`config.mk`:
```
export PLATFORM = sky130hd
export DESIGN_NAME = vga_fb_arbiter_flat
export DESIGN_NICKNAME = d
export VERILOG_FILES = /design/src/rtl/vga_fb_arbiter_if.sv /design/src/rtl/vga_fb_arbiter.sv /design/src/flat_wrapper.sv
export SDC_FILE = /design/constraint.sdc
export NUM_CORES = 1
export LEC_CHECK = 0
export ABC_AREA = 1
export BUFFER_PORTS_ARGS = -buffer_cell sky130_fd_sc_hd__buf_2
export CORE_MARGIN = 2
export CORE_UTILIZATION = 60
export DETAILED_ROUTE_END_ITERATION = 8
export GPL_ROUTABILITY_DRIVEN = 0
export PLACE_DENSITY = 0.93
export SLEW_MARGIN = 20
export SYNTH_ARGS = -nofsm -noshare
export SYNTH_HDL_FRONTEND = slang
export SYNTH_SLANG_ARGS = --single-unit
```
`constraint.sdc`:
```
create_clock -name vga_clk -period 3.8 [get_ports vga_clk]
set_input_delay 0.76 -clock vga_clk [delete_from_list [all_inputs] [get_ports vga_clk]]
set_output_delay 0.76 -clock vga_clk [all_outputs]
set_load 0.05 [all_outputs]
```
`src/rtl/vga_fb_arbiter_if.sv`:
```
// Framebuffer arbiter bus: pixel scanout, host write port and RAM port.
// Signals are a plain bundle; timing is owned by vga_fb_arbiter.
// slave modport = the arbiter, master modport = driver/host/RAM side.
interface vga_fb_arbiter_if #(
    parameter int ADDR_W = 17
);
    // scanout side
    logic              frame_start;
    logic              pix_req;
    logic [2:0]        pixel_data;
    logic              underflow;
    // host write side
    logic              wr_req;
    logic [ADDR_W-1:0] wr_addr;
    logic [11:0]       wr_data;
    logic              wr_ack;
    // single-port RAM side
    logic [ADDR_W-1:0] mem_addr;
    logic              mem_we;
    logic [11:0]       mem_wdata;
    logic [11:0]       mem_rdata;

    modport slave (
        input  frame_start, pix_req, wr_req, wr_addr, wr_data, mem_rdata,
        output pixel_data, underflow, wr_ack, mem_addr, mem_we, mem_wdata
    );

    modport master (
        output frame_start, pix_req, wr_req, wr_addr, wr_data, mem_rdata,
        input  pixel_data, underflow, wr_ack, mem_addr, mem_we, mem_wdata
    );
endinterface

```
`src/rtl/vga_fb_arbiter.sv`:
```
// Shares a single-port framebuffer RAM between VGA scanout (priority) and a host writer.
// Latency: pix_req -> pixel_data 1 cycle; grant -> mem_* / wr_ack 1 cycle; read data 2 cycles after grant.
// Backpressure: host wr_req waits while a display prefetch is eligible; empty buffer on pix_req -> sticky underflow.
// Ports: vga_clk, rst_n (async, active-low); bus (slave): frame_start, pix_req, pixel_data, underflow,
//        wr_req/wr_addr/wr_data/wr_ack host port, mem_addr/mem_we/mem_wdata/mem_rdata RAM port.
module vga_fb_arbiter #(
    parameter int ADDR_W      = 17,
    parameter int FRAME_WORDS = 120000
) (
    input  logic            vga_clk,
    input  logic            rst_n,
    vga_fb_arbiter_if.slave bus
);

    localparam logic [ADDR_W-1:0] LAST_WORD = ADDR_W'(FRAME_WORDS - 1);

    typedef enum logic [1:0] {
        GNT_IDLE,
        GNT_READ,
        GNT_WRITE
    } gnt_t;

    // memory port registers
    logic [ADDR_W-1:0] mem_addr_q;
    logic              mem_we_q;
    logic [11:0]       mem_wdata_q;
    logic              wr_ack_q;

    // scanout state
    logic [ADDR_W-1:0] rd_ptr;
    logic              rd_q1;        // read granted last cycle (address on the RAM now)
    logic              rd_q2;        // read whose data is on mem_rdata now
    logic              rd_q2_drop;   // that read belongs to a flushed frame
    logic [11:0]       fifo_w0;      // head
    logic [11:0]       fifo_w1;
    logic [1:0]        fifo_cnt;
    logic [11:0]       unp_word;
    logic [1:0]        unp_idx;
    logic              unp_vld;
    logic [2:0]        pixel_q;
    logic              underflow_q;

    // combinational
    gnt_t              gnt;
    logic [1:0]        inflight;
    logic              fetch_ok;
    logic              rd_ret;
    logic              cur_vld;
    logic [11:0]       cur_word;
    logic [1:0]        cur_idx;
    logic [2:0]        cur_pix;
    logic              consume;
    logic              pop;

    assign inflight = {1'b0, rd_q1} + {1'b0, rd_q2};
    // Reserve a FIFO slot for every outstanding read so a return can never overflow.
    assign fetch_ok = ({1'b0, fifo_cnt} + {1'b0, inflight}) < 3'd2;

    // Reads are held off on frame_start so nothing is fetched from the old rd_ptr.
    always_comb begin
        gnt = GNT_IDLE;
        if (!bus.frame_start && fetch_ok) begin
            gnt = GNT_READ;
        end else if (bus.wr_req) begin
            gnt = GNT_WRITE;
        end
    end

    assign rd_ret = rd_q2 && !rd_q2_drop && !bus.frame_start;

    // The unpack stage sees the FIFO head directly when it is empty, so a word
    // that just landed can feed a pixel in the same cycle it is popped.
    assign cur_vld  = unp_vld || (fifo_cnt != 2'd0);
    assign cur_word = unp_vld ? unp_word : fifo_w0;
    assign cur_idx  = unp_vld ? unp_idx : 2'd0;
    assign consume  = bus.pix_req && !bus.frame_start && cur_vld;
    assign pop      = !bus.frame_start && (fifo_cnt != 2'd0) &&
                      (!unp_vld || (consume && unp_idx == 2'd3));

    always_comb begin
        cur_pix = cur_word[11:9];
        case (cur_idx)
            2'd0:    cur_pix = cur_word[11:9];
            2'd1:    cur_pix = cur_word[8:6];
            2'd2:    cur_pix = cur_word[5:3];
            default: cur_pix = cur_word[2:0];
        endcase
    end

    // RAM port and host acknowledge
    always_ff @(posedge vga_clk or negedge rst_n) begin
        if (!rst_n) begin
            mem_addr_q  <= '0;
            mem_we_q    <= 1'b0;
            mem_wdata_q <= '0;
            wr_ack_q    <= 1'b0;
        end else begin
            wr_ack_q <= (gnt == GNT_WRITE);
            case (gnt)
                GNT_READ: begin
                    mem_addr_q <= rd_ptr;
                    mem_we_q   <= 1'b0;
                end
                GNT_WRITE: begin
                    mem_addr_q  <= bus.wr_addr;
                    mem_wdata_q <= bus.wr_data;
                    mem_we_q    <= 1'b1;
                end
                default: mem_we_q <= 1'b0;
            endcase
        end
    end

    // Read pointer and in-flight tracking. Reads cannot be granted on frame_start,
    // so only the read already at the address stage needs a discard mark.
    always_ff @(posedge vga_clk or negedge rst_n) begin
        if (!rst_n) begin
            rd_ptr     <= '0;
            rd_q1      <= 1'b0;
            rd_q2      <= 1'b0;
            rd_q2_drop <= 1'b0;
        end else begin
            rd_q1      <= (gnt == GNT_READ);
            rd_q2      <= rd_q1;
            rd_q2_drop <= rd_q1 && bus.frame_start;
            if (bus.frame_start) begin
                rd_ptr <= '0;
            end else if (gnt == GNT_READ) begin
                rd_ptr <= (rd_ptr == LAST_WORD) ? '0 : rd_ptr + ADDR_W'(1);
            end
        end
    end

    // Two-entry word FIFO, head in fifo_w0
    always_ff @(posedge vga_clk or negedge rst_n) begin
        if (!rst_n) begin
            fifo_w0  <= '0;
            fifo_w1  <= '0;
            fifo_cnt <= 2'd0;
        end else if (bus.frame_start) begin
            fifo_cnt <= 2'd0;
        end else begin
            case ({rd_ret, pop})
                2'b10: begin
                    if (fifo_cnt == 2'd0) fifo_w0 <= bus.mem_rdata;
                    else                  fifo_w1 <= bus.mem_rdata;
                    fifo_cnt <= fifo_cnt + 2'd1;
                end
                2'b01: begin
                    fifo_w0  <= fifo_w1;
                    fifo_cnt <= fifo_cnt - 2'd1;
                end
                2'b11: begin
                    if (fifo_cnt == 2'd1) begin
                        fifo_w0 <= bus.mem_rdata;
                    end else begin
                        fifo_w0 <= fifo_w1;
                        fifo_w1 <= bus.mem_rdata;
                    end
                end
                default: ;
            endcase
        end
    end

    // Unpack register
    always_ff @(posedge vga_clk or negedge rst_n) begin
        if (!rst_n) begin
            unp_word <= '0;
            unp_idx  <= 2'd0;
            unp_vld  <= 1'b0;
        end else if (bus.frame_start) begin
            unp_idx <= 2'd0;
            unp_vld <= 1'b0;
        end else if (pop) begin
            unp_word <= fifo_w0;
            unp_vld  <= 1'b1;
            // popped into an empty register and used immediately: pixel 0 is gone
            unp_idx  <= (!unp_vld && consume) ? 2'd1 : 2'd0;
        end else if (consume) begin
            unp_idx <= unp_idx + 2'd1;
            if (unp_idx == 2'd3) unp_vld <= 1'b0;
        end
    end

    // Pixel output and sticky underflow
    always_ff @(posedge vga_clk or negedge rst_n) begin
        if (!rst_n) begin
            pixel_q     <= 3'd0;
            underflow_q <= 1'b0;
        end else if (bus.frame_start) begin
            underflow_q <= 1'b0;
        end else if (bus.pix_req) begin
            if (cur_vld) begin
                pixel_q <= cur_pix;
            end else begin
                pixel_q     <= 3'd0;
                underflow_q <= 1'b1;
            end
        end
    end

    assign bus.pixel_data = pixel_q;
    assign bus.underflow  = underflow_q;
    assign bus.wr_ack     = wr_ack_q;
    assign bus.mem_addr   = mem_addr_q;
    assign bus.mem_we     = mem_we_q;
    assign bus.mem_wdata  = mem_wdata_q;

endmodule

```
`src/flat_wrapper.sv`:
```
// flat-port wrapper written by rule: the top's interface ports become plain ports
module vga_fb_arbiter_flat 
#(
    parameter int ADDR_W      = 17,
    parameter int FRAME_WORDS = 120000
)
  (vga_clk, rst_n, bus_frame_start, bus_pix_req, bus_wr_req, bus_wr_addr, bus_wr_data, bus_mem_rdata, bus_pixel_data, bus_underflow, bus_wr_ack, bus_mem_addr, bus_mem_we, bus_mem_wdata);
  vga_fb_arbiter_if #(.ADDR_W(ADDR_W)) bus_i ();
  input  logic vga_clk;
  input  logic rst_n;
  input wire logic [$bits(bus_i.frame_start)-1:0] bus_frame_start;
  input wire logic [$bits(bus_i.pix_req)-1:0] bus_pix_req;
  input wire logic [$bits(bus_i.wr_req)-1:0] bus_wr_req;
  input wire logic [$bits(bus_i.wr_addr)-1:0] bus_wr_addr;
  input wire logic [$bits(bus_i.wr_data)-1:0] bus_wr_data;
  input wire logic [$bits(bus_i.mem_rdata)-1:0] bus_mem_rdata;
  output wire logic [$bits(bus_i.pixel_data)-1:0] bus_pixel_data;
  output wire logic [$bits(bus_i.underflow)-1:0] bus_underflow;
  output wire logic [$bits(bus_i.wr_ack)-1:0] bus_wr_ack;
  output wire logic [$bits(bus_i.mem_addr)-1:0] bus_mem_addr;
  output wire logic [$bits(bus_i.mem_we)-1:0] bus_mem_we;
  output wire logic [$bits(bus_i.mem_wdata)-1:0] bus_mem_wdata;
  assign bus_i.frame_start = bus_frame_start;
  assign bus_i.pix_req = bus_pix_req;
  assign bus_i.wr_req = bus_wr_req;
  assign bus_i.wr_addr = bus_wr_addr;
  assign bus_i.wr_data = bus_wr_data;
  assign bus_i.mem_rdata = bus_mem_rdata;
  assign bus_pixel_data = bus_i.pixel_data;
  assign bus_underflow = bus_i.underflow;
  assign bus_wr_ack = bus_i.wr_ack;
  assign bus_mem_addr = bus_i.mem_addr;
  assign bus_mem_we = bus_i.mem_we;
  assign bus_mem_wdata = bus_i.mem_wdata;
  vga_fb_arbiter #(.ADDR_W(ADDR_W), .FRAME_WORDS(FRAME_WORDS)) u_core (.vga_clk(vga_clk), .rst_n(rst_n), .bus(bus_i));
endmodule
```
* Yosys cells after proc, flatten, opt, wreduce, memory -nomap -nowiden
Cells that the tools add are included.
** Storage, ports and cells
- Flip-flop bits (word level) :: 96
- Latch bits :: 0
- Memory bits (writable) :: 0
- Bits in read-only memories :: 0
- Input bits :: 46
- Word-level logic and storage cells :: 100
- Memories kept :: 0
** Cells by class
- Add/sub/neg operators :: 6
- $mul :: 0
- Divide/modulo/power cells :: 0
- $lt $le $gt $ge :: 1
- Equal/unequal tests :: 14
- Shift operators :: 0
- Mux-type cells :: 30
- Bitwise gates (word level) :: 1
- Reduce and logical (&&, ||, !) cells :: 32
** Operator list (number)
- 12-bit 2-to-1 mux :: 5
- 17-bit 2-to-1 mux :: 3
- 12-bit one-hot mux with 3 select lines :: 1
- 17-bit one-hot mux with 2 select lines :: 1
- 12-bit one-hot mux with 2 select lines :: 1
- 17-bit by 1-bit adder with 17-bit output, second input constant :: 1
- 17-bit equality test, second input constant :: 1
- 2-bit 2-to-1 mux :: 7
- 3-bit nonzero test :: 4
- 2-bit equality test, second input constant :: 5
- 1-bit logical AND :: 10
- 2-bit nonzero test :: 5
- 1-bit 2-to-1 mux :: 9
- 3-bit one-hot mux with 3 select lines :: 1
- 2-bit by 1-bit equality test with 1-bit output, second input constant :: 4
- 2-bit AND reduction :: 4
- 2-bit inequality test, second input constant :: 3
- 2-bit by 1-bit adder with 2-bit output, second input constant :: 2
- 2-bit zero test :: 2
- 2-bit one-hot mux with 2 select lines :: 1
- 4-bit AND reduction :: 1
- 2-bit by 2-bit adder with 3-bit output :: 1
- 1-bit zero test :: 3
- 3-bit by 2-bit less-than comparator with 1-bit output, second input constant :: 1
- 7 further kinds :: 8

* Depth between registers and ports, before layout
Gate-level depths: netlist (run 1).
- Depth in word-level cells :: 9
- Gate-level depth with buffers :: 10

* Least setup slack after synthesis (run 1)
No wires, ideal clock.
- Path kind :: in2reg
- Start point :: input port bus_frame_start
- End point :: register u_core.rd_ptr[4]
- Setup time :: 0.127 ns
- Arrival :: 1.674 ns
- Path slack :: 1.999 ns
- Stages :: 9
- Cell sequence :: buf_4 nor2_1 nand3_1 buf_4 nand2_4 inv_1 buf_2 nand2_1 o21ai_0
** Between the ends
- Cells in the longest elaborated chain, start to end :: 5
** RTL lines
- start: declaration :: line flat_wrapper.sv:11 : input wire logic [$bits(bus_i.frame_start)-1:0] bus_frame_start;
- 1-bit zero test :: line vga_fb_arbiter.sv:62 : if (!bus.frame_start && fetch_ok) begin
- 1-bit logical AND :: line vga_fb_arbiter.sv:62
- 2-bit 2-to-1 mux :: line vga_fb_arbiter.sv:62
- 2-bit by 1-bit equality test with 1-bit output :: line vga_fb_arbiter.sv:128 : end else if (gnt == GNT_READ) begin
- 2-bit nonzero test (no source line)
- end signal: assignment :: line vga_fb_arbiter.sv:129 : rd_ptr <= (rd_ptr == LAST_WORD) ? '0 : rd_ptr + ADDR_W'(1);
- end: declaration :: line vga_fb_arbiter.sv:30 : logic [ADDR_W-1:0] rd_ptr;
Several ways; a longest one is shown, not always the timed one.
A chain may end at the register's enable or synchronous reset.

* Worst setup path after layout (run 1)
- Start point :: register u_core.fifo_cnt[0]
- End point :: register u_core.mem_addr_q[3], in the netlist u_core.bus.mem_addr[3]
** Between the ends
- Cells in the longest elaborated chain, start to end :: 6
** RTL lines
- start: declaration :: line vga_fb_arbiter.sv:36 : logic [1:0] fifo_cnt;
- start signal: assignment :: line vga_fb_arbiter.sv:147 : fifo_cnt <= fifo_cnt + 2'd1;
- start signal: assignment :: line vga_fb_arbiter.sv:151 : fifo_cnt <= fifo_cnt - 2'd1;
- 2-bit by 2-bit adder with 3-bit output * :: line vga_fb_arbiter.sv:57 : assign fetch_ok = ({1'b0, fifo_cnt} + {1'b0, inflight}) < 3'd2;
- 3-bit by 2-bit less-than comparator with 1-bit output * :: line vga_fb_arbiter.sv:57
- 1-bit logical AND * :: line vga_fb_arbiter.sv:62
- 2-bit 2-to-1 mux * :: line vga_fb_arbiter.sv:62
- 2-bit equality test / 2-bit by 1-bit equality test with 1-bit output (equally long branches) :: line vga_fb_arbiter.sv:99 : case (gnt)
- 17-bit one-hot mux with 2 select lines / 2-bit nonzero test (equally long branches)
- end signal: assignment :: line vga_fb_arbiter.sv:101 : mem_addr_q <= rd_ptr;
- end signal: assignment :: line vga_fb_arbiter.sv:105 : mem_addr_q <= bus.wr_addr;
- end: declaration :: line vga_fb_arbiter.sv:24 : logic [ADDR_W-1:0] mem_addr_q;
Every way passes the cells marked *; elsewhere a longest branch is shown, timed or not.

==> flow_summary.toml, run 1 <==
[run_status]
run_status = "complete, no violations"

[cts]
clockRootBuffer = "clkbuf_8"
cts_buffers = 9
cts_buffer_depth = 2
ctsHoldBuffers = 0
insertion_delay_ps = 380
cts_sinks = 95
tritoncts = "done"
h-tree-depth = 3
cts_setup_buffers = 0
cts_resized = 0
path_clk_slew_ps = 100

[synth]
synth_cell_type_count = 27
ys_top_cells_by_area = "dfrtp_1 51%, nand2_1 17%, nand3_1 6.8%, inv_1 5.3%, o211ai_1 3.1%"
syn_area_um2 = 4660
synthArstFlopShare = 1.00
synth_top_cell_by_area = "dfrtp_1"
synth-edff-count = 0
synth_cells = 586
yosys_register_bits = 95
ys_warn_count = 0
synth_common_cells = "214 x nand2_1, 95 x dfrtp_1, 66 x inv_1"
yosysMostFrequentCell = "nand2_1"
syn_area_per_cell_um2 = 7.94
synth_nets = 637
ys_seq_area_frac = 0.511
dominantRegCellSynth = "dfrtp_1"
synth_top_area_frac = 0.511

[sta]
setup_viol = 0
worst_pin_slew_ps = 896
fin_crit_ps = 2570
rsz0062_at_grt = "no"
finalSetupTns_ps = 0
fmax_ghz = 0.389
drv_slew = 0
fin_crit_sh = 0.676
max_slew_margin = 0.402
finalClockSkew_ps = 11.3
hold_violations = 0

[detailed_routing]
route.vias.total = 4193
routed_wl_um = 10700
wl_per_cell_um = 14.0
dr.pass1.iters = 5
drc_errors = 0
drtIter0Drc = 390
vias_per_cell = 5.50
drt.antenna.violating_nets = 0

[critical_path]
worstSetupEndpointType = "flip-flop"
critPathArrivalTime_ps = 2860
path_cells = "ha_1, nand2_1, nand3_1, buf_4, nand2_1, inv_1, nand2_1, o211ai_1"
crit_path_start = "u_core.fifo_cnt[0]$_DFFE_PN0P_"
cp_slowest_cell = "inv_1"
slowest_delay_ps = 760
crit_path_frequent_cell = "nand2_1"
cp.required_ps = 4090
reg2reg_from = "u_core.fifo_cnt[0]$_DFFE_PN0P_"
start_kind = "flip-flop"
cp_max_fo = 30
critical_path_class = "flip-flop to flip-flop"

[final_layout]
diodes = 0
layoutNonFillerInstCount = 763
drive_above_1_share = 0.166
nets = 707
fill_cells = 575
syn_to_final_growth_pct = 13.6

[floorplanning]
num_rows = 32
start_util = 0.612
coreArea_um2 = 7610
die_height_um = 92.1
io_pins = 81
die_w_um = 92.1
dieArea_um2 = 8480

[power]
clkPwrFrac = 0.191
vdd_drop_max_uv = 307
p_per_area_nw_per_um2 = 695
p_switching_mw = 1.64
power.leakage_nw = 2.76
p_seq_frac = 0.420
combPwrFrac = 0.389
p_sw_frac = 0.445
p_int_mw = 2.04

[grt]
track_usage = 0.267
grt_pass1_wl_um = 18100
grt_max_degree = 59
antenna_found_initial = 0
grt_pass1_vias = 4053
grt.overflow.total = 0

[placed_design]
io_buffers = 80
dpl.hpwl_um = 7620
dp_cells = 747

[job]
maxCapViolations = 0

[min_path]
hold_start = "u_core.rd_q1$_DFF_PN0_"
hp-class = "flip-flop to flip-flop"
-- cell usage in the layout, fill, tap and decap left out, drive strengths merged --
cell type | synthesis | final
xor2 | 5 | 5
xnor2 | 1 | 1
o21a | 1 | 1
o22ai | 5 | 5
buf | 20 | 83
nand2 | 219 | 219
ha | 5 | 5
nor3 | 2 | 2
nand3b | 2 | 2
o211ai | 19 | 19
clkbuf | 4 | 9
inv | 66 | 69
nor2 | 29 | 29
a21oi | 3 | 3
nand4 | 19 | 19
nand3 | 65 | 65
dfrtp | 95 | 95
and2 | 1 | 1
o21ai | 24 | 24
bufinv | 0 | 1
clkinv | 1 | 4
-- final timing paths --
kind,end,slack (ps),depth (start not counted)
hold / removal,u_core.rd_q2$_DFF_PN0_,410,0
max in group asynchronous,u_core.bus.mem_wdata[0]$_DFFE_PN0P_,2610,2
hold reg to reg,u_core.rd_q2$_DFF_PN0_,410,0
min in group asynchronous,u_core.fifo_w1[10]$_DFFE_PN0P_,440,1
setup / recovery,u_core.bus.mem_addr[3]$_DFFE_PN0P_,1230,8
setup reg to reg,u_core.bus.mem_addr[3]$_DFFE_PN0P_,1230,8
-- power groups by stage --
stage	Combinational [mW]	Sequential [mW]	Clock, mW
after floorplan	0.719	1.91	0
after global placement	1.36	1.54	0
after detailed placement	1.42	1.55	0
after CTS	1.43	1.54	0.707
after global routing	1.56	1.57	0.754
final	1.43	1.54	0.703
-- through the flow --
stage	hold WS [ps]	power, mW	instance area (µm²)	util	setup slack, ps
2_1_floorplan	378	2.63	4660	-	2000
3_3_place_gp	398	2.90	5080	0.667	1170
3_5_place_dp	401	2.97	5080	0.667	988
4_1_cts	411	3.67	5290	0.695	1280
5_1_grt	434	3.89	5290	0.695	1050
6_report	412	3.67	5290	0.695	1230
-- logic make-up after synthesis --
kind of cell,share of synthesized area
buffers and inverters,0.0825
XOR/XNOR,0.0113
AND/OR/NAND/NOR,0.314
flip-flops,0.511
AO/OA/AOI/OAI,0.0680
adder cells (fa/ha/maj),0.0134
-- worst max-delay path: cells and delay by family, from the launching register on --
family | cells | cell delay, ps
adder cells (fa/ha/maj) | 1 | 300
flip-flops | 1 | 440
AND/OR/NAND/NOR | 4 | 560
buffers and inverters | 2 | 1020
AO/OA/AOI/OAI | 1 | 150
-- sequential cells by signal, summed over array words and instances, names as in the netlist --
register and count:
u_core.rd_q1 1, u_core.fifo_w1 12, u_core.unp_word 12, u_core.bus.pixel_data 3
u_core.fifo_w0 12, u_core.bus.mem_addr 17, u_core.unp_idx 2, u_core.rd_q2 1
u_core.bus.underflow 1, u_core.unp_vld 1, u_core.bus.mem_we 1, u_core.rd_ptr 17
u_core.bus.mem_wdata 12, u_core.rd_q2_drop 1, u_core.fifo_cnt 2
-- cell type report --
cell class | count | area (µm²) | area share
clock buffer | 9 | 124 | 0.0234
clock inverter | 7 | 87.6 | 0.0166
inverter | 67 | 251 | 0.0476
multi-input combinational | 400 | 1890 | 0.358
sequential | 95 | 2380 | 0.450
tap | 102 | 128 | 0.0241
timing repair buffer | 83 | 425 | 0.0805
-- routing by layer --
| metal | GRT usage | part of all wire | up-vias |
|---|---|---|---|
| li1 | - | - | 2018 |
| met1 | 0.352 | 0.43 | 1981 |
| met2 | 0.433 | 0.48 | 167 |
| met3 | 0.0600 | 0.065 | 27 |
| met4 | 0.103 | 0.025 | 0 |
| met5 | 0 | 0 | - |
No activity file was read; power rests on OpenSTA's default activity.
==> inputs of run 2 (changes only) <==
--- a/config.mk
+++ b/config.mk
@@ -8,10 +8,10 @@
 export ABC_AREA = 1
 export BUFFER_PORTS_ARGS = -buffer_cell sky130_fd_sc_hd__buf_2
 export CORE_MARGIN = 2
-export CORE_UTILIZATION = 60
+export CORE_UTILIZATION = 51
 export DETAILED_ROUTE_END_ITERATION = 8
 export GPL_ROUTABILITY_DRIVEN = 0
-export PLACE_DENSITY = 0.93
+export PLACE_DENSITY = 0.85
 export SLEW_MARGIN = 20
 export SYNTH_ARGS = -nofsm -noshare
 export SYNTH_HDL_FRONTEND = slang
==> constraint.sdc (replaced) <==
create_clock -name vga_clk -period 2.34 [get_ports vga_clk]
set_input_delay 0.468 -clock vga_clk [delete_from_list [all_inputs] [get_ports vga_clk]]
set_output_delay 0.468 -clock vga_clk [all_outputs]
set_load 0.05 [all_outputs]
==> flow_summary.toml, run 2 (synthesis gave the netlist of run 1 again) <==
[critical_path]
ff2ff_path_depth = 7
cp_max_fo = 16
cp_slowest_cell = "dfrtp_1"
reg2reg_to = "u_core.fifo_w0[10]$_DFFE_PN0P_"
worstSetupEndpointType = "flip-flop"
slowest_delay_ps = 430
regToRegSetupSlack_ps = 230
cp.required_ps = 2640
critPathArrivalTime_ps = 2410
crit_buf_inv = 1
reg2reg_from = "u_core.fifo_cnt[0]$_DFFE_PN0P_"
crit_path_frequent_cell = "nand2_1"
cp.depth = 7
start_kind = "flip-flop"
crit_end = "u_core.fifo_w0[10]$_DFFE_PN0P_"
path_cells = "inv_1, ha_1, nor2_4, nand2_2, nand2_1, nand3_1, nand2_1"
critical_path_class = "flip-flop to flip-flop"
path_delay_family = "simple AND/OR/NAND/NOR gates"
crit_path_start = "u_core.fifo_cnt[0]$_DFFE_PN0P_"

[placed_design]
dpl.hpwl_um = 7890
io_buffers = 80

[final_layout]
most-common-layout-cells = "214 x nand2_1, 95 x dfrtp_1, 79 x buf_2"
seq_area_um2 = 2380
fill_cells = 735
diodes = 0
multiInputGateArea_um2 = 1890
syn_to_final_growth_pct = 15.5
nets = 714
final_util = 0.611
mostFrequentLayoutCell = "nand2_1"
drive_above_1_share = 0.174

[grt]
track_usage = 0.228
grt_pass1_wl_um = 18400
grt_use_met3 = 0.0450
grt_max_degree = 51
grt_pass1_vias = 3959
antenna_found_initial = 0
use_met1 = 0.323
grt.overflow.total = 0
top_usage_layer = "met2"
grtUsageMet2 = 0.361

[power]
p_sw_frac = 0.435
p_seq_frac = 0.412
clkPwrFrac = 0.201
power.leakage_nw = 2.80
combPwrFrac = 0.387
p_per_area_nw_per_um2 = 1130
p_switching_mw = 2.65
p_int_mw = 3.44
vdd_drop_max_uv = 404

[detailed_routing]
drc_errors = 0
routed_wl_um = 10800
route.vias.total = 4167
vias_per_cell = 5.37
drtIter0Drc = 365
wl_per_cell_um = 14.0
dr.pass1.iters = 5
drt.antenna.violating_nets = 0

[floorplanning]
num_rows = 34
die_w_um = 99.5
start_util = 0.529
dieArea_um2 = 9910
die_height_um = 99.5
io_pins = 81
coreArea_um2 = 8810

[cts]
cts_sinks = 95
h-tree-depth = 3
insertion_delay_ps = 360
path_clk_slew_ps = 100
cts_buffers = 9
tritoncts = "done"
cts_buffer_depth = 2
cts_resized = 0
clockRootBuffer = "clkbuf_8"

[sta]
rsz0062_at_grt = "no"
drv_slew = 0
max_slew_margin = 0.424
worst_pin_slew_ps = 864
holdWs_ps = 293
fin_crit_ps = 2110
fin_crit_sh = 0.901
setup_viol = 0
hold_violations = 0
finalClockSkew_ps = 8.50
finalSetupTns_ps = 0
fmax_ghz = 0.474

[run_status]
run_status = "complete, no violations"

[min_path]
hp-class = "input port to flip-flop"

[job]
maxCapViolations = 0
[run 2: cell types whose count changed in the layout (fill, tap and decap cells not counted)]
cell,before,now
inv_6,1,3
bufinv_16,1,2
clkinvlp_4,0,2
inv_8,2,0
buf_12,0,1
dlygate4sd3_1,0,1
buf_4,4,9
clkinv_4,3,0
[run 2: layer usage]
layer / vias to the layer above / share of wire
met1: 1976 / 0.45
li1: 2030 / -
met5: - / 0
met4: 0 / 0.015
met2: 146 / 0.47
met3: 15 / 0.062
[run 2: worst min path at each step]
| stage | start | to | slack, ps | cells after the start |
|---|---|---|---|---|
| after global placement | rst_n | u_core.fifo_w1[10]$_DFFE_PN0P_ | 340 | 1 |
| after floorplan | rst_n | u_core.bus.mem_addr[0]$_DFFE_PN0P_ | 170 | 0 |
| after global routing | bus_wr_data[2] | u_core.bus.mem_wdata[2]$_DFFE_PN0P_ | 280 | 3 |
| after CTS | bus_wr_data[9] | u_core.bus.mem_wdata[9]$_DFFE_PN0P_ | 290 | 3 |
| final | bus_wr_data[4] | u_core.bus.mem_wdata[4]$_DFFE_PN0P_ | 290 | 3 |
| after detailed placement | rst_n | u_core.fifo_w1[10]$_DFFE_PN0P_ | 350 | 1 |
[run 2: repair_timing]
action,CTS,global route
hold buffers,1,0
hold endpoints to repair,14,0
setup buffers,0,0
[run 2: area by class of cell]
| cell class | instances | area share |
|---|---|---|
| clock inverter | 7 | 0.0189 |
| clock buffer | 9 | 0.0230 |
| tap | 108 | 0.0251 |
| multi-input combinational | 400 | 0.352 |
| inverter | 67 | 0.0468 |
| timing repair buffer | 90 | 0.0917 |
| sequential | 95 | 0.442 |
[run 2: through the flow]
stage / setup slack (ps) / instance area [µm²] / power [mW] / cells
global route: 77.8 / 5380 / 6.46 / 776
global placement: 344 / 5140 / 4.77 / 759
finish: 232 / 5380 / 6.08 / 776
CTS: 263 / 5380 / 6.10 / 776
detailed placement: 294 / 5140 / 4.88 / 759
floorplan: 781 / 4660 / 4.27 / 586
[run 2: worst min-delay path, stage by stage]
cell and delay (ps):
buf_2 80, nand2_1 40, nand2_1 40
[run 2: power groups by stage]
stage	logic, mW	registers [mW]	clock network [mW]
5_1_grt	2.58	2.58	1.30
6_report	2.35	2.51	1.22
3_3_place_gp	2.27	2.50	0
4_1_cts	2.36	2.50	1.24
2_1_floorplan	1.17	3.11	0
3_5_place_dp	2.35	2.53	0
==> inputs of run 3 (changes only) <==
--- a/config.mk
+++ b/config.mk
@@ -5,13 +5,13 @@
 export SDC_FILE = /design/constraint.sdc
 export NUM_CORES = 1
 export LEC_CHECK = 0
-export ABC_AREA = 1
+export ABC_AREA = 0
 export BUFFER_PORTS_ARGS = -buffer_cell sky130_fd_sc_hd__buf_2
 export CORE_MARGIN = 2
-export CORE_UTILIZATION = 51
+export CORE_UTILIZATION = 50
 export DETAILED_ROUTE_END_ITERATION = 8
 export GPL_ROUTABILITY_DRIVEN = 0
-export PLACE_DENSITY = 0.85
+export PLACE_DENSITY = 0.84
 export SLEW_MARGIN = 20
 export SYNTH_ARGS = -nofsm -noshare
 export SYNTH_HDL_FRONTEND = slang
==> flow_summary.toml, run 3 <==
[final_layout]
final_util = 0.596
most-common-layout-cells = "95 x dfrtp_1, 79 x buf_2, 37 x nand2_1"
drive_above_1_share = 0.347
nets = 519
syn_to_final_growth_pct = 15.7
diodes = 0
fill_cells = 705
mostFrequentLayoutCell = "dfrtp_1"

[detailed_routing]
dr.pass1.iters = 6
wl_met2_um = 4340
m1WireLength_um = 3870
vias_per_cell = 5.68
wl_met3_um = 577
wl_per_cell_um = 15.3
drt.antenna.violating_nets = 0
routed_wl_um = 8890
top_layer_used = "met4"
drtIter0Drc = 172
drc_errors = 0
route.vias.total = 3302

[sta]
drv_slew = 0
worst_pin_slew_ps = 854
worst_slack_ps = 246
max_slew_margin = 0.429
holdWs_ps = 32.9
finalSetupTns_ps = 0
setup_viol = 0
hold_violations = 0
rsz0062_at_grt = "no"
fin_crit_sh = 0.895
fmax_ghz = 0.478
finalClockSkew_ps = 15.9
fin_crit_ps = 2090

[grt]
track_usage = 0.189
grt_pass1_vias = 3243
grt_pass1_wl_um = 14900
grt.overflow.total = 0
grt_max_degree = 45
antenna_found_initial = 0

[floorplanning]
dieArea_um2 = 9710
start_util = 0.515
die_height_um = 98.6
die_w_um = 98.6
num_rows = 34
coreArea_um2 = 8680
io_pins = 81

[critical_path]
reg2reg_to = "u_core.fifo_w0[1]$_DFFE_PN0P_"
critical_path_class = "flip-flop to flip-flop"
critPathArrivalTime_ps = 2320
slowest_delay_ps = 410
crit_path_start = "u_core.fifo_cnt[0]$_DFFE_PN0P_"
cp_max_fo = 13
reg2reg_from = "u_core.fifo_cnt[0]$_DFFE_PN0P_"
cp.required_ps = 2570
start_kind = "flip-flop"
regToRegSetupSlack_ps = 250
path_cells = "inv_1, ha_1, nor2_1, nand2b_4, a31oi_4, buf_12, mux2i_1, a21oi_1"
cp_slowest_cell = "dfrtp_1"
worstSetupEndpointType = "flip-flop"
ff2ff_path_depth = 8

[cts]
cts_setup_buffers = 0
insertion_delay_ps = 360
h-tree-depth = 3
cts_buffers = 9
cts_buffer_depth = 2
tritoncts = "done"
ctsHoldBuffers = 0
cts_resized = 0
path_clk_slew_ps = 100
cts_sinks = 95
clockRootBuffer = "clkbuf_8"

[job]
maxCapViolations = 0

[synth]
dominantRegCellSynth = "dfrtp_1"
synth_cells = 386
ys_seq_area_frac = 0.532
ys_top_cells_by_area = "dfrtp_1 53%, mux2_2 9.1%, mux2i_1 7.2%, nand2_1 3.1%, o21ai_0 2.9%"
syn_area_um2 = 4470
ys_warn_count = 0
synth_top_cell_by_area = "dfrtp_1"
synthArstFlopShare = 1.00
yosysMostFrequentCell = "dfrtp_1"
synth_cell_type_count = 52
synth_nets = 437
synth_common_cells = "95 x dfrtp_1, 37 x nand2_1, 36 x mux2_2"
syn_area_per_cell_um2 = 11.6
yosys_register_bits = 95
synth-edff-count = 0
synth_top_area_frac = 0.532

[placed_design]
io_buffers = 80
dp_slack_ps = 241
dpl.hpwl_um = 6370

[power]
p_per_area_nw_per_um2 = 1250
power.leakage_nw = 2.41
vdd_drop_max_uv = 661

[run_status]
run_status = "complete, no violations"

[min_path]
hp-class = "input port to asynchronous set/reset pin"
## run 3: logic make-up (layout without fill, tap and decap cells)
family                     after synthesis  in the layout  share of synthesized area
xor gates and xnor gates                 4              4                    0.00784
buffers and inverters                   29            116                     0.0341
and+or+nand+nor                        106            106                      0.122
adders and majority gates                5              5                     0.0140
AOI/OAI and AO/OA                       76             76                      0.113
muxes                                   71             71                      0.177
DFF                                     95             95                      0.532
## run 3: layout make-up
type	instances	area, µm²	share of cell area
clock buffer	10	128	0.0247
clock inverter	6	50.0	0.00968
inverter	10	37.5	0.00726
multi-input combinational	262	1940	0.375
sequential	95	2380	0.460
tap	108	135	0.0261
timing repair buffer	90	503	0.0973
## run 3: routing by layer
metal,GRT usage,vias up
li1,-,1550
met1,0.246,1615
met2,0.313,126
met3,0.0461,11
met4,0.0601,0
met5,0,-
## run 3: report_power, final
part           total, mW  switching (mW)  internal (mW)
clock              0.990           0.588          0.402
sequential          2.60           0.366           2.23
combinational       2.86            1.80           1.06
total               6.44            2.75           3.69
## run 3: through the flow
step	std cells	power, mW	instance area [µm²]
finish	581	6.44	5170
global route	581	6.85	5170
CTS	581	6.49	5170
detailed placement	565	5.50	4990
global placement	565	5.35	4990
floorplan	386	4.81	4470
## run 3: critical path, delay by kind of cell, from the launching register on
family                   cells  cell delay, ps
adder cells (fa/ha/maj)      1             310
AO/OA/AOI/OAI                2             300
AND/OR/NAND/NOR              2             500
buffers and inverters        2             240
flip-flops                   1             410
multiplexers                 1             210
## run 3: worst max path at each step
stage / end / cells after the start / slack, ps
6_report: u_core.fifo_w0[1]$_DFFE_PN0P_ / 8 / 250
4_1_cts: u_core.fifo_w0[1]$_DFFE_PN0P_ / 8 / 220
3_5_place_dp: u_core.fifo_w0[1]$_DFFE_PN0P_ / 8 / 240
2_1_floorplan: u_core.fifo_w1[10]$_DFFE_PN0P_ / 8 / 310
3_3_place_gp: u_core.rd_ptr[13]$_DFFE_PN0P_ / 7 / 360
5_1_grt: u_core.fifo_w0[0]$_DFFE_PN0P_ / 8 / 90
